--- src/rtl/imem_loader_if.sv ---
// imem_loader_if: load stream, start/len control and instruction-memory write bundle for imem_loader_ctrl.
interface imem_loader_if #(
  parameter int ADDR_W = 8,
  parameter int DATA_W = 32
);
  logic              start;
  logic [ADDR_W:0]   len;
  logic              s_valid;
  logic [DATA_W-1:0] s_data;
  logic              s_ready;
  logic              imem_we;
  logic [ADDR_W-1:0] imem_waddr;
  logic [DATA_W-1:0] imem_wdata;
  logic              imem_sel;
  logic              cpu_run;
  logic              busy;
  logic              done;
  logic              err;
  modport master (
    output start, len, s_valid, s_data,
    input  s_ready, imem_we, imem_waddr, imem_wdata, imem_sel, cpu_run, busy, done, err
  );
  modport slave (
    input  start, len, s_valid, s_data,
    output s_ready, imem_we, imem_waddr, imem_wdata, imem_sel, cpu_run, busy, done, err
  );
endinterface

--- src/rtl/imem_loader_ctrl.sv ---
// imem_loader_ctrl: streams words into instruction memory, then releases the core from address 0.
// Define IMEM_CHECKSUM_EN to require a trailer word matching the running sum of loaded words.
module imem_loader_ctrl #(
  parameter int ADDR_W = 8,
  parameter int DATA_W = 32
) (
  input logic          clk,
  input logic          rst,
  imem_loader_if.slave bus
);
`ifdef IMEM_CHECKSUM_EN
  typedef enum logic [2:0] {IDLE, LOAD, CHECK, RUN, FAIL} state_t;
`else
  typedef enum logic [2:0] {IDLE, LOAD, RUN, FAIL} state_t;
`endif
  localparam logic [ADDR_W:0] ONE = 1;
  localparam logic [ADDR_W:0] DEPTH = ONE << ADDR_W;
  state_t state_q, state_d;
  logic [ADDR_W:0] len_q, len_d, acc_q, acc_d;
  logic [ADDR_W-1:0] cnt_q, cnt_d;
  logic [DATA_W-1:0] wdata_q, wdata_d;
  logic we_q, we_d, rdy_q, rdy_d, done_q, done_d, err_q, err_d;
  logic hs, last, len_ok, run;
`ifdef IMEM_CHECKSUM_EN
  logic [DATA_W-1:0] sum_q, sum_d;
`else
  logic last_q, last_d;
`endif
  assign hs = bus.s_valid && rdy_q;
  assign last = acc_q + ONE == len_q;
  assign len_ok = bus.len != '0 && bus.len <= DEPTH;
  assign run = state_q == RUN;
  always_comb begin
    state_d = state_q;
    len_d = len_q;
    acc_d = acc_q;
    cnt_d = we_q ? cnt_q + ADDR_W'(1) : cnt_q;
    we_d = hs && state_q == LOAD;
    wdata_d = we_d ? bus.s_data : wdata_q;
    done_d = done_q;
    err_d = err_q;
`ifdef IMEM_CHECKSUM_EN
    sum_d = we_d ? sum_q + bus.s_data : sum_q;
`else
    last_d = we_d && last;
`endif
    case (state_q)
      LOAD: begin
        acc_d = hs ? acc_q + ONE : acc_q;
`ifdef IMEM_CHECKSUM_EN
        state_d = hs && last ? CHECK : LOAD;
`else
        // release only after the final write pulse has landed
        state_d = last_q ? RUN : LOAD;
        done_d = last_q;
`endif
      end
`ifdef IMEM_CHECKSUM_EN
      CHECK: if (hs) begin
        state_d = bus.s_data == sum_q ? RUN : FAIL;
        done_d = bus.s_data == sum_q;
        err_d = bus.s_data != sum_q;
      end
`endif
      default: if (bus.start) begin
        state_d = len_ok ? LOAD : FAIL;
        err_d = !len_ok;
        if (len_ok) begin
          len_d = bus.len;
          acc_d = '0;
          cnt_d = '0;
          done_d = 1'b0;
`ifdef IMEM_CHECKSUM_EN
          sum_d = '0;
`endif
        end
      end
    endcase
`ifdef IMEM_CHECKSUM_EN
    rdy_d = state_d == LOAD || state_d == CHECK;
`else
    rdy_d = state_d == LOAD && !last_d;
`endif
  end
  always_ff @(posedge clk) begin
    if (rst) begin
      state_q <= IDLE;
      len_q <= '0;
      acc_q <= '0;
      cnt_q <= '0;
      wdata_q <= '0;
      we_q <= 1'b0;
      rdy_q <= 1'b0;
      done_q <= 1'b0;
      err_q <= 1'b0;
`ifdef IMEM_CHECKSUM_EN
      sum_q <= '0;
`else
      last_q <= 1'b0;
`endif
    end else begin
      state_q <= state_d;
      len_q <= len_d;
      acc_q <= acc_d;
      cnt_q <= cnt_d;
      wdata_q <= wdata_d;
      we_q <= we_d;
      rdy_q <= rdy_d;
      done_q <= done_d;
      err_q <= err_d;
`ifdef IMEM_CHECKSUM_EN
      sum_q <= sum_d;
`else
      last_q <= last_d;
`endif
    end
  end
  assign bus.s_ready = rdy_q;
  assign bus.imem_we = we_q;
  assign bus.imem_waddr = cnt_q;
  assign bus.imem_wdata = wdata_q;
  assign bus.cpu_run = run;
  assign bus.imem_sel = !run;
`ifdef IMEM_CHECKSUM_EN
  assign bus.busy = state_q == LOAD || state_q == CHECK;
`else
  assign bus.busy = state_q == LOAD;
`endif
  assign bus.done = done_q;
  assign bus.err = err_q;
endmodule

--- src/flat_wrapper.sv ---
// flat-port wrapper written by rule: the top's interface ports become plain ports
module imem_loader_ctrl_flat 
#(
  parameter int ADDR_W = 8,
  parameter int DATA_W = 32
)
  (clk, rst, bus_start, bus_len, bus_s_valid, bus_s_data, bus_s_ready, bus_imem_we, bus_imem_waddr, bus_imem_wdata, bus_imem_sel, bus_cpu_run, bus_busy, bus_done, bus_err);
  imem_loader_if #(.ADDR_W(ADDR_W), .DATA_W(DATA_W)) bus_i ();
  input logic clk;
  input logic rst;
  input wire logic [$bits(bus_i.start)-1:0] bus_start;
  input wire logic [$bits(bus_i.len)-1:0] bus_len;
  input wire logic [$bits(bus_i.s_valid)-1:0] bus_s_valid;
  input wire logic [$bits(bus_i.s_data)-1:0] bus_s_data;
  output wire logic [$bits(bus_i.s_ready)-1:0] bus_s_ready;
  output wire logic [$bits(bus_i.imem_we)-1:0] bus_imem_we;
  output wire logic [$bits(bus_i.imem_waddr)-1:0] bus_imem_waddr;
  output wire logic [$bits(bus_i.imem_wdata)-1:0] bus_imem_wdata;
  output wire logic [$bits(bus_i.imem_sel)-1:0] bus_imem_sel;
  output wire logic [$bits(bus_i.cpu_run)-1:0] bus_cpu_run;
  output wire logic [$bits(bus_i.busy)-1:0] bus_busy;
  output wire logic [$bits(bus_i.done)-1:0] bus_done;
  output wire logic [$bits(bus_i.err)-1:0] bus_err;
  assign bus_i.start = bus_start;
  assign bus_i.len = bus_len;
  assign bus_i.s_valid = bus_s_valid;
  assign bus_i.s_data = bus_s_data;
  assign bus_s_ready = bus_i.s_ready;
  assign bus_imem_we = bus_i.imem_we;
  assign bus_imem_waddr = bus_i.imem_waddr;
  assign bus_imem_wdata = bus_i.imem_wdata;
  assign bus_imem_sel = bus_i.imem_sel;
  assign bus_cpu_run = bus_i.cpu_run;
  assign bus_busy = bus_i.busy;
  assign bus_done = bus_i.done;
  assign bus_err = bus_i.err;
  imem_loader_ctrl #(.ADDR_W(ADDR_W), .DATA_W(DATA_W)) u_core (.clk(clk), .rst(rst), .bus(bus_i));
endmodule
--- config.mk ---
export PLATFORM = sky130hd
export DESIGN_NAME = imem_loader_ctrl_flat
export DESIGN_NICKNAME = d
export VERILOG_FILES = /design/src/rtl/imem_loader_if.sv /design/src/rtl/imem_loader_ctrl.sv /design/src/flat_wrapper.sv
export SDC_FILE = /design/constraint.sdc
export NUM_CORES = 1
export LEC_CHECK = 0
export CAP_MARGIN = 20
export CELL_PAD_IN_SITES_DETAIL_PLACEMENT = 1
export CELL_PAD_IN_SITES_GLOBAL_PLACEMENT = 1
export CORE_MARGIN = 4
export CORE_UTILIZATION = 40
export DETAILED_ROUTE_END_ITERATION = 16
export DONT_BUFFER_PORTS = 1
export PLACE_DENSITY_LB_ADDON = 0.1
export SLEW_MARGIN = 0
export SYNTH_ARGS = -nofsm -noshare
export SYNTH_HDL_FRONTEND = slang
export SYNTH_SLANG_ARGS = --single-unit
--- constraint.sdc ---
create_clock -name clk -period 2.9 [get_ports clk]
set_input_delay 0.58 -clock clk [delete_from_list [all_inputs] [get_ports clk]]
set_output_delay 0.58 -clock clk [all_outputs]
set_load 0.005 [all_outputs]
# [Yosys cells after proc, flatten, opt, wreduce, memory -nomap -nowiden]
# Cells that the tools add are included.
[word_totals] out_inout_bits=47 input_bits=45 word_cells=49 ff_bits=66
[op_classes] n_eq_ne=5 bitwise=1 n_reduce_logical=15 order_cmp=1 n_mux=15 add_sub_neg=2
[op_table] op="$mux W9" count=4
[op_table] op="$mux W8" count=4
[op_table] op="$add A9 B1 Y9 const B" count=1
[op_table] op="$eq A9 B9 Y1" count=1
[op_table] op="$le A9 B9 Y1 const B" count=1
[op_table] op="$reduce_bool A9 Y1" count=1
[op_table] op="$add A8 B1 Y8 const B" count=1
[op_table] op="$eq A3 B1 Y1 const B" count=2
[op_table] op="$mux W3" count=2
[op_table] op="$reduce_and A3 Y1" count=2
[op_table] op="$logic_and A1 B1 Y1" count=5
[op_table] op="$mux W2" count=2
[op_table] op="$reduce_and A2 Y1" count=2
[op_table] op="$reduce_bool A2 Y1" count=2
[op_table] op="$eq A3 B2 Y1 const B" count=1
[op_table] op="$logic_not A1 Y1" count=3
[op_table] op="$mux W1" count=3
[op_table] op="$ne A2 B1 Y1 const B" count=1
[op_table] op="$not A1 Y1" count=1

# [Depth between registers and ports, before layout]
# Gate-level depths: netlist (run 1).
[depth] ltp_word=7 depth_mapped=7 mapped_depth_nobuf=6

# [Worst setup path before layout (run 1)]
# Ideal clock, no wire load.
[synth_timing] path_type="input-to-reg" from="input port bus_len[4]" to="register u_core.len_q[1]" n_path_buf=1 path_slack_ns=0.730 required_time_ns=2.771 t_arrival_ns=2.041 cell_stages=6 setup_time_ns=0.129 path_cell_list="or4_1 > o21ai_0 > and3_4 > buf_8 > mux2i_1 > nor2_1"
[synth_via] elab_chain_cells=3 elab_cells_between_ends=4 cone_classes="1 x order compare; 3 x reduce/logical"
[synth_lines] item="start, declared" line="flat_wrapper.sv:12" source="input wire logic [$bits(bus_i.len)-1:0] bus_len;"
[synth_lines] item="$le A9 B9 Y1 / $reduce_bool A9 Y1 (equally long branches)" line="imem_loader_ctrl.sv:31" source="assign len_ok = bus.len != '0 && bus.len <= DEPTH;"
[synth_lines] item="$logic_and A1 B1 Y1 *" line="imem_loader_ctrl.sv:31"
[synth_lines] item="$reduce_and A3 Y1 (no line) *"
[synth_lines] item="end signal, assigned" line="imem_loader_ctrl.sv:103" source="len_q <= len_d;"
[synth_lines] item="end, declared" line="imem_loader_ctrl.sv:19" source="logic [ADDR_W:0] len_q, len_d, acc_q, acc_d;"
# Every way passes the cells marked *; elsewhere a longest branch is shown, timed or not.
# A chain may end at the register's enable or synchronous reset.

# [Worst setup path in the final report (run 1)]
[layout_timing] from="register u_core.acc_q[1]" to="register u_core.rdy_q, in the netlist u_core.bus.s_ready"
[layout_via] elab_chain_cells=5
[layout_lines] item="start, declared" line="imem_loader_ctrl.sv:19"
[layout_lines] item="start signal, assigned" line="imem_loader_ctrl.sv:89" source="acc_q <= '0;"
[layout_lines] item="start signal, assigned" line="imem_loader_ctrl.sv:104" source="acc_q <= acc_d;"
[layout_lines] item="$add A9 B1 Y9" line="imem_loader_ctrl.sv:30" source="assign last = acc_q + ONE == len_q;"
[layout_lines] item="$eq A9 B9 Y1" line="imem_loader_ctrl.sv:30"
[layout_lines] item="$logic_and A1 B1 Y1" line="imem_loader_ctrl.sv:45" source="last_d = we_d && last;"
[layout_lines] item="$logic_not A1 Y1" line="imem_loader_ctrl.sv:82" source="rdy_d = state_d == LOAD && !last_d;"
[layout_lines] item="$logic_and A1 B1 Y1" line="imem_loader_ctrl.sv:82"
[layout_lines] item="end signal, assigned" line="imem_loader_ctrl.sv:108" source="rdy_q <= rdy_d;"
[layout_lines] item="end, declared" line="imem_loader_ctrl.sv:22" source="logic we_q, we_d, rdy_q, rdy_d, done_q, done_d, err_q, err_d;"
# Every way passes these cells.

==> out/results.ini, run 1 <==
[synth]
ys_ff_latch = 66
yosys_warnings = 0
synth_flop_cell = dfxtp_1
ys_seq_area_share_pct = 46.44
netlist_instances = 338
syn_nets = 385
synthArstFlopShare_pct = 0
yosysUniqueCellTypes = 48
synthesis.area_um2 = 2845
synth_edf_count = 0
syn_avg_cell_area_um2 = 8.418

[drt]
drcViolationCount = 0
first_pass_iters = 4
via_per_inst = 5.327
wl_per_cell_um = 16.59
route.vias.total = 2296
antenna_left = 0
drt_iter0_markers = 80
totalWireLength_um = 7150

[sta]
fin_hold_ws_ps = 311.2
worst_pin_slew_ps = 512.3
skew_ps = 8.583
fin_ws_ps = 541.9
drv_slew = 0
period_needed_ps = 2358
max_freq_mhz = 424.1
setup_tns_ps = 0
hold_viol = 0
slew_headroom_pct = 65.81
period_share_pct = 81.32
rsz0062_at_grt = no
finalSetupViolCount = 0

[floorplan]
core.rowCount = 30
boundaryPins = 92
core_area_um2 = 6869
initial_utilization_pct = 41.42
dieWidth_um = 92.34
die_h_um = 92.34
dieArea_um2 = 8527

[global_route]
grt_pass1_vias = 2348
grt_overflow_total = 0
antenna_found_initial = 0
grt_util_all_layers_pct = 17.55
grt_pass1_wl_um = 11920
grt_max_degree = 57

[place]
io_buffer_count = 0
gp_congestion = 0.7338
hpwl_um = 5000
place_ws_ps = 493.6

[pwr]
power.leakage_nw = 1.046
p_per_area_nw_per_um2 = 579.3
ir_worst_vdd_mv = 0.2926

[hold_path]
hold_start = rst
hold_class = input pin to flop

[setup_path]
worstPathRequired_ps = 3130
crit_start = u_core.acc_q[1]$_SDFFE_PP0P_
end_kind = flop
slowest_delay_ps = 500
arrival_ps = 2580
cp_max_fo = 10
critPathLaunchType = flop
r2r_start = u_core.acc_q[1]$_SDFFE_PP0P_
critPathTopFamily = simple AND/OR/NAND/NOR gates
slowest_stage = or4_1
worstSetupPathType = flop to flop
crit_path_cell_trace = ha_1, nand3_1, xnor2_1, nand4_1, or4_1, o221a_1
path_buf_inv = 0

[layout]
n_fill_cell = 841
nNetsFinal = 377
antenna_cells = 0
drive_gt1_share_pct = 8.358
syn_to_final_growth_pct = 8.399

[cts]
cts_tree = done
cts_max_path_buffers = 2
cts.sinks = 66
clock_latency_ps = 340
cts_root_buf = clkbuf_8
post_cts.repair.setup_buffers = 0
htree_levels = 3
clk_pin_slew_ps = 80
cts_hold_buffers = 0
cts_resized = 0
numCtsBuffers = 9

[job]
maxCapViolations = 0

[status]
status = finished, final reports clean

-- cell usage in the layout, fill, tap and decap left out, drive strengths merged, types with 2 or more instances in the layout --
cell type / instances
o21ai: 9
buf: 3
dfxtp: 66
and3: 6
nand4: 5
nor2: 29
nand3b: 3
nand2: 78
a311oi: 5
nand3: 8
inv: 3
clkinv: 4
a211oi: 2
xor2: 8
and2: 2
xnor2: 11
or4: 3
nor2b: 3
ha: 2
mux2i: 9
clkbuf: 11
a21oi: 40
nor3: 4
-- cell families after synthesis --
family / synth area share [%]
mux: 3.166
compound gates: 14.78
xor+xnor: 6.684
fa+ha+maj: 0.8794
flops: 46.44
simple gates: 24.19
buf+inv: 3.870
-- area by class of cell --
class / count / area (µm²) / area share [%]
Clock buffer: 11 / 141.4 / 4.584
Clock inverter: 5 / 53.80 / 1.744
Inverter: 3 / 11.26 / 0.3651
Multi-Input combinational cell: 247 / 1414 / 45.84
Sequential cell: 66 / 1321 / 42.84
Tap cell: 96 / 120.1 / 3.895
Timing Repair Buffer: 3 / 22.52 / 0.7302
-- routing by layer --
layer	vias to the layer above	GRT usage [%]	part of all wire (%)
met5	-	0	0
met4	0	4.455	0.71
met3	5	6.255	6.8
met2	68	27.79	47
met1	1087	22.76	46
li1	1136	-	-
-- final timing paths --
check | endpoint | slack, ps | cells past startpoint
setup reg to reg | u_core.bus.s_ready$_SDFF_PP0_ | 540 | 6
hold reg to reg | u_core.bus.imem_wdata[18]$_SDFFE_PP0P_ | 470 | 2
hold / removal | u_core.bus.imem_wdata[20]$_SDFFE_PP0P_ | 310 | 1
setup / recovery | u_core.bus.s_ready$_SDFF_PP0_ | 540 | 6
-- metrics by stage --
| step | cells | instance area (µm²) | power, mW | util, % |
|---|---|---|---|---|
| 5_1_grt | 431 | 3084 | 1.868 | 44.90 |
| 3_5_place_dp | 415 | 2889 | 1.034 | 42.06 |
| 2_1_floorplan | 338 | 2845 | 1.026 | - |
| 6_report | 431 | 3084 | 1.787 | 44.90 |
| 3_3_place_gp | 415 | 2889 | 1.031 | 42.06 |
| 4_1_cts | 431 | 3084 | 1.818 | 44.90 |
-- synth_stat cells (2+ instances only) --
master / number / area, µm²
dfxtp_1: 66 / 1321
and3_1: 5 / 31.28
or4_1: 3 / 22.52
a311oi_1: 5 / 43.79
buf_2: 4 / 20.02
clkbuf_1: 16 / 60.06
a211oi_1: 2 / 15.01
inv_1: 3 / 11.26
xnor2_1: 11 / 96.34
nand2_1: 78 / 292.8
nor2b_1: 3 / 18.77
nor2_1: 28 / 105.1
and2_1: 2 / 12.51
nand3b_1: 3 / 22.52
nand3_1: 7 / 35.03
a21oi_1: 40 / 200.2
mux2i_1: 9 / 90.09
nand4_1: 5 / 31.28
xor2_1: 8 / 70.07
ha_1: 2 / 25.02
o21ai_0: 7 / 35.03
nor3_1: 4 / 20.02
o21ai_2: 2 / 17.52
-- worst reg2reg max path, cell delays in order, from the launching register on --
cell	delay (ps)
dfxtp_1	440
ha_1	450
nand3_1	280
xnor2_1	230
nand4_1	80
or4_1	500
o221a_1	260
-- sequential cells by signal (all words and copies together) (netlist names) --
register               flops
u_core.bus.imem_wdata     32
u_core.acc_q               9
u_core.len_q               9
u_core.bus.imem_waddr      8
u_core.state_q             3
u_core.bus.done            1
u_core.bus.err             1
u_core.bus.imem_we         1
u_core.bus.s_ready         1
u_core.last_q              1
-- power breakdown --
part           switching (mW)  total (mW)  internal [mW]
Combinational          0.0434      0.0740         0.0306
Sequential             0.0144       0.937          0.923
Clock                   0.357       0.776          0.418
No activity file was read; power rests on OpenSTA's default activity.
==> run 2: changes to the inputs <==
==> constraint.sdc (replaced) <==
create_clock -name clk -period 2.3 [get_ports clk]
set_input_delay 0.46 -clock clk [delete_from_list [all_inputs] [get_ports clk]]
set_output_delay 0.46 -clock clk [all_outputs]
set_load 0.005 [all_outputs]
==> out/results.ini, run 2 (synthesis results as in run 1) <==
[drt]
via_per_inst = 5.354  ; was 5.327
wl_per_cell_um = 17.05  ; was 16.59 µm
antenna_left = 0  ; unchanged
first_pass_iters = 4  ; unchanged
route.vias.total = 2345  ; was 2296
drt_iter0_markers = 138  ; was 80
drcViolationCount = 0  ; unchanged
totalWireLength_um = 7469  ; was 7150 µm

[setup_path]
end_kind = flop  ; unchanged
crit_end = u_core.bus.s_ready$_SDFF_PP0_  ; unchanged
cp_max_fo = 4  ; was 10
crit_start = u_core.acc_q[1]$_SDFFE_PP0P_  ; unchanged
worstSetupPathType = flop to flop  ; unchanged
worstPathRequired_ps = 2530  ; was 3130 ps
reg2reg_slack_ps = 270  ; was 540 ps
arrival_ps = 2270  ; was 2580 ps
critPathLaunchType = flop  ; unchanged
worst_r2r_path_depth = 6  ; unchanged
r2r_start = u_core.acc_q[1]$_SDFFE_PP0P_  ; unchanged
r2r-end = u_core.bus.s_ready$_SDFF_PP0_  ; unchanged

[global_route]
grt_overflow_total = 0  ; unchanged
grt_pass1_wl_um = 12120  ; was 11920 µm
antenna_found_initial = 0  ; unchanged
grt_pass1_vias = 2345  ; was 2348
grt_max_degree = 57  ; unchanged
grt_util_all_layers_pct = 18.10  ; was 17.55%

[floorplan]
core.rowCount = 30  ; unchanged
boundaryPins = 92  ; unchanged
dieWidth_um = 92.34  ; unchanged
initial_utilization_pct = 41.42  ; unchanged
core_area_um2 = 6869  ; unchanged
dieArea_um2 = 8527  ; unchanged
die_h_um = 92.34  ; unchanged

[sta]
max_freq_mhz = 491.5  ; was 424.1 MHz
worst_pin_slew_ps = 561.6  ; was 512.3 ps
finalSetupViolCount = 0  ; unchanged
skew_ps = 9.501  ; was 8.583 ps
hold_viol = 0  ; unchanged
period_needed_ps = 2034  ; was 2358 ps
fin_hold_ws_ps = 173.9  ; was 311.2 ps
period_share_pct = 88.46  ; was 81.32%
slew_headroom_pct = 62.46  ; was 65.81%
drv_slew = 0  ; unchanged
setup_tns_ps = 0  ; unchanged
rsz0062_at_grt = no  ; unchanged

[status]
status = finished, final reports clean  ; unchanged

[place]
io_buffer_count = 0  ; unchanged
gp_congestion = 0.8297  ; was 0.7338
placed_area_um2 = 2942  ; was 2889 µm²
hpwl_um = 5291  ; was 5000 µm

[cts]
cts_resized = 0  ; unchanged
numCtsBuffers = 9  ; unchanged
cts_hold_buffers = 0  ; unchanged
cts.sinks = 66  ; unchanged
cts_max_path_buffers = 2  ; unchanged
clock_latency_ps = 340  ; about the same
cts_tree = done  ; unchanged
htree_levels = 3  ; unchanged
post_cts.repair.setup_buffers = 0  ; unchanged
clk_pin_slew_ps = 80  ; about the same
cts_root_buf = clkbuf_8  ; unchanged

[job]
maxCapViolations = 0  ; unchanged

[pwr]
power.leakage_nw = 1.082  ; was 1.046 nW
p_per_area_nw_per_um2 = 748.2  ; was 579.3 nW/µm²
ir_worst_vdd_mv = 0.2844  ; was 0.2926 mV
power_mw = 2.364  ; was 1.787 mW

[layout]
final_common_cell = nand2_1  ; unchanged
final_area_um2 = 3159  ; was 3084 µm²
syn_to_final_growth_pct = 11.04  ; was 8.399%
n_fill_cell = 826  ; was 841
nNetsFinal = 384  ; was 377
antenna_cells = 0  ; unchanged
largest_reg_flops = 32  ; unchanged
final_cell_mix = nand2_1 (78), dfxtp_1 (66), a21oi_1 (40), nor2_1 (28), xnor2_1 (11)  ; unchanged
drive_gt1_share_pct = 10.53  ; was 8.358%

[hold_path]
hold_class = input pin to flop  ; unchanged

-- run 2: cell types whose count changed in the layout (fill, tap and decap cells not counted), sizes merged --
cell,delta
buf,+7
clkinvlp,+2
clkinv,-1
bufinv,+1
clkbuf,-2
-- run 2: layout make-up --
class	count	area, µm²	area share [%]
timing repair buffer	10	75.07	2.376
clock buffer	9	123.9	3.921
clock inverter	7	93.84	2.970
tap	96	120.1	3.802
multi-input combinational	247	1414	44.75
inverter	3	11.26	0.3564
sequential	66	1321	41.82
-- run 2: per-layer routing --
metal | GRT usage, % | vias up | wire length (µm)
met2 | 28.40 | 62 | 3529
met1 | 23.57 | 1130 | 3364
li1 | - | 1146 | -
met5 | 0 | - | 0
met4 | 6.312 | 0 | 75
met3 | 5.524 | 7 | 499
-- run 2: power breakdown --
group	switching [mW]	internal, mW	leakage (nW)	total [mW]
combinational	0.0567	0.0432	0.443	0.0999
clock	0.474	0.608	0.105	1.08
sequential	0.0187	1.16	0.534	1.18
total	0.549	1.81	1.08	2.36
-- run 2: worst min path at each step --
| stage | start | to | slack, ps | depth (start not counted) |
|---|---|---|---|---|
| 2_1_floorplan | u_core.bus.imem_wdata[0]$_SDFFE_PP0P_ | u_core.bus.imem_wdata[0]$_SDFFE_PP0P_ | 450 | 2 |
| 3_3_place_gp | u_core.bus.imem_wdata[25]$_SDFFE_PP0P_ | u_core.bus.imem_wdata[25]$_SDFFE_PP0P_ | 460 | 2 |
| 3_5_place_dp | u_core.bus.imem_wdata[29]$_SDFFE_PP0P_ | u_core.bus.imem_wdata[29]$_SDFFE_PP0P_ | 460 | 2 |
| 4_1_cts | rst | u_core.bus.imem_wdata[2]$_SDFFE_PP0P_ | 160 | 1 |
| 5_1_grt | rst | u_core.bus.imem_wdata[31]$_SDFFE_PP0P_ | 150 | 1 |
| 6_report | rst | u_core.bus.imem_wdata[0]$_SDFFE_PP0P_ | 170 | 1 |
-- run 2: metrics by stage --
step | utilization, % | setup WS (ps) | cells
2_1_floorplan | - | 249.9 | 338
3_3_place_gp | 42.82 | 105.9 | 422
3_5_place_dp | 42.82 | 61.67 | 422
4_1_cts | 45.99 | 246.3 | 438
5_1_grt | 45.99 | 126.2 | 438
6_report | 45.99 | 265.5 | 438
-- run 2: critical path: stages, from the launching register on --
cell	delay, ps
dfxtp_1	350
ha_1	240
nand3_1	210
xnor2_1	250
nand4_1	100
or4_1	530
o221a_1	260
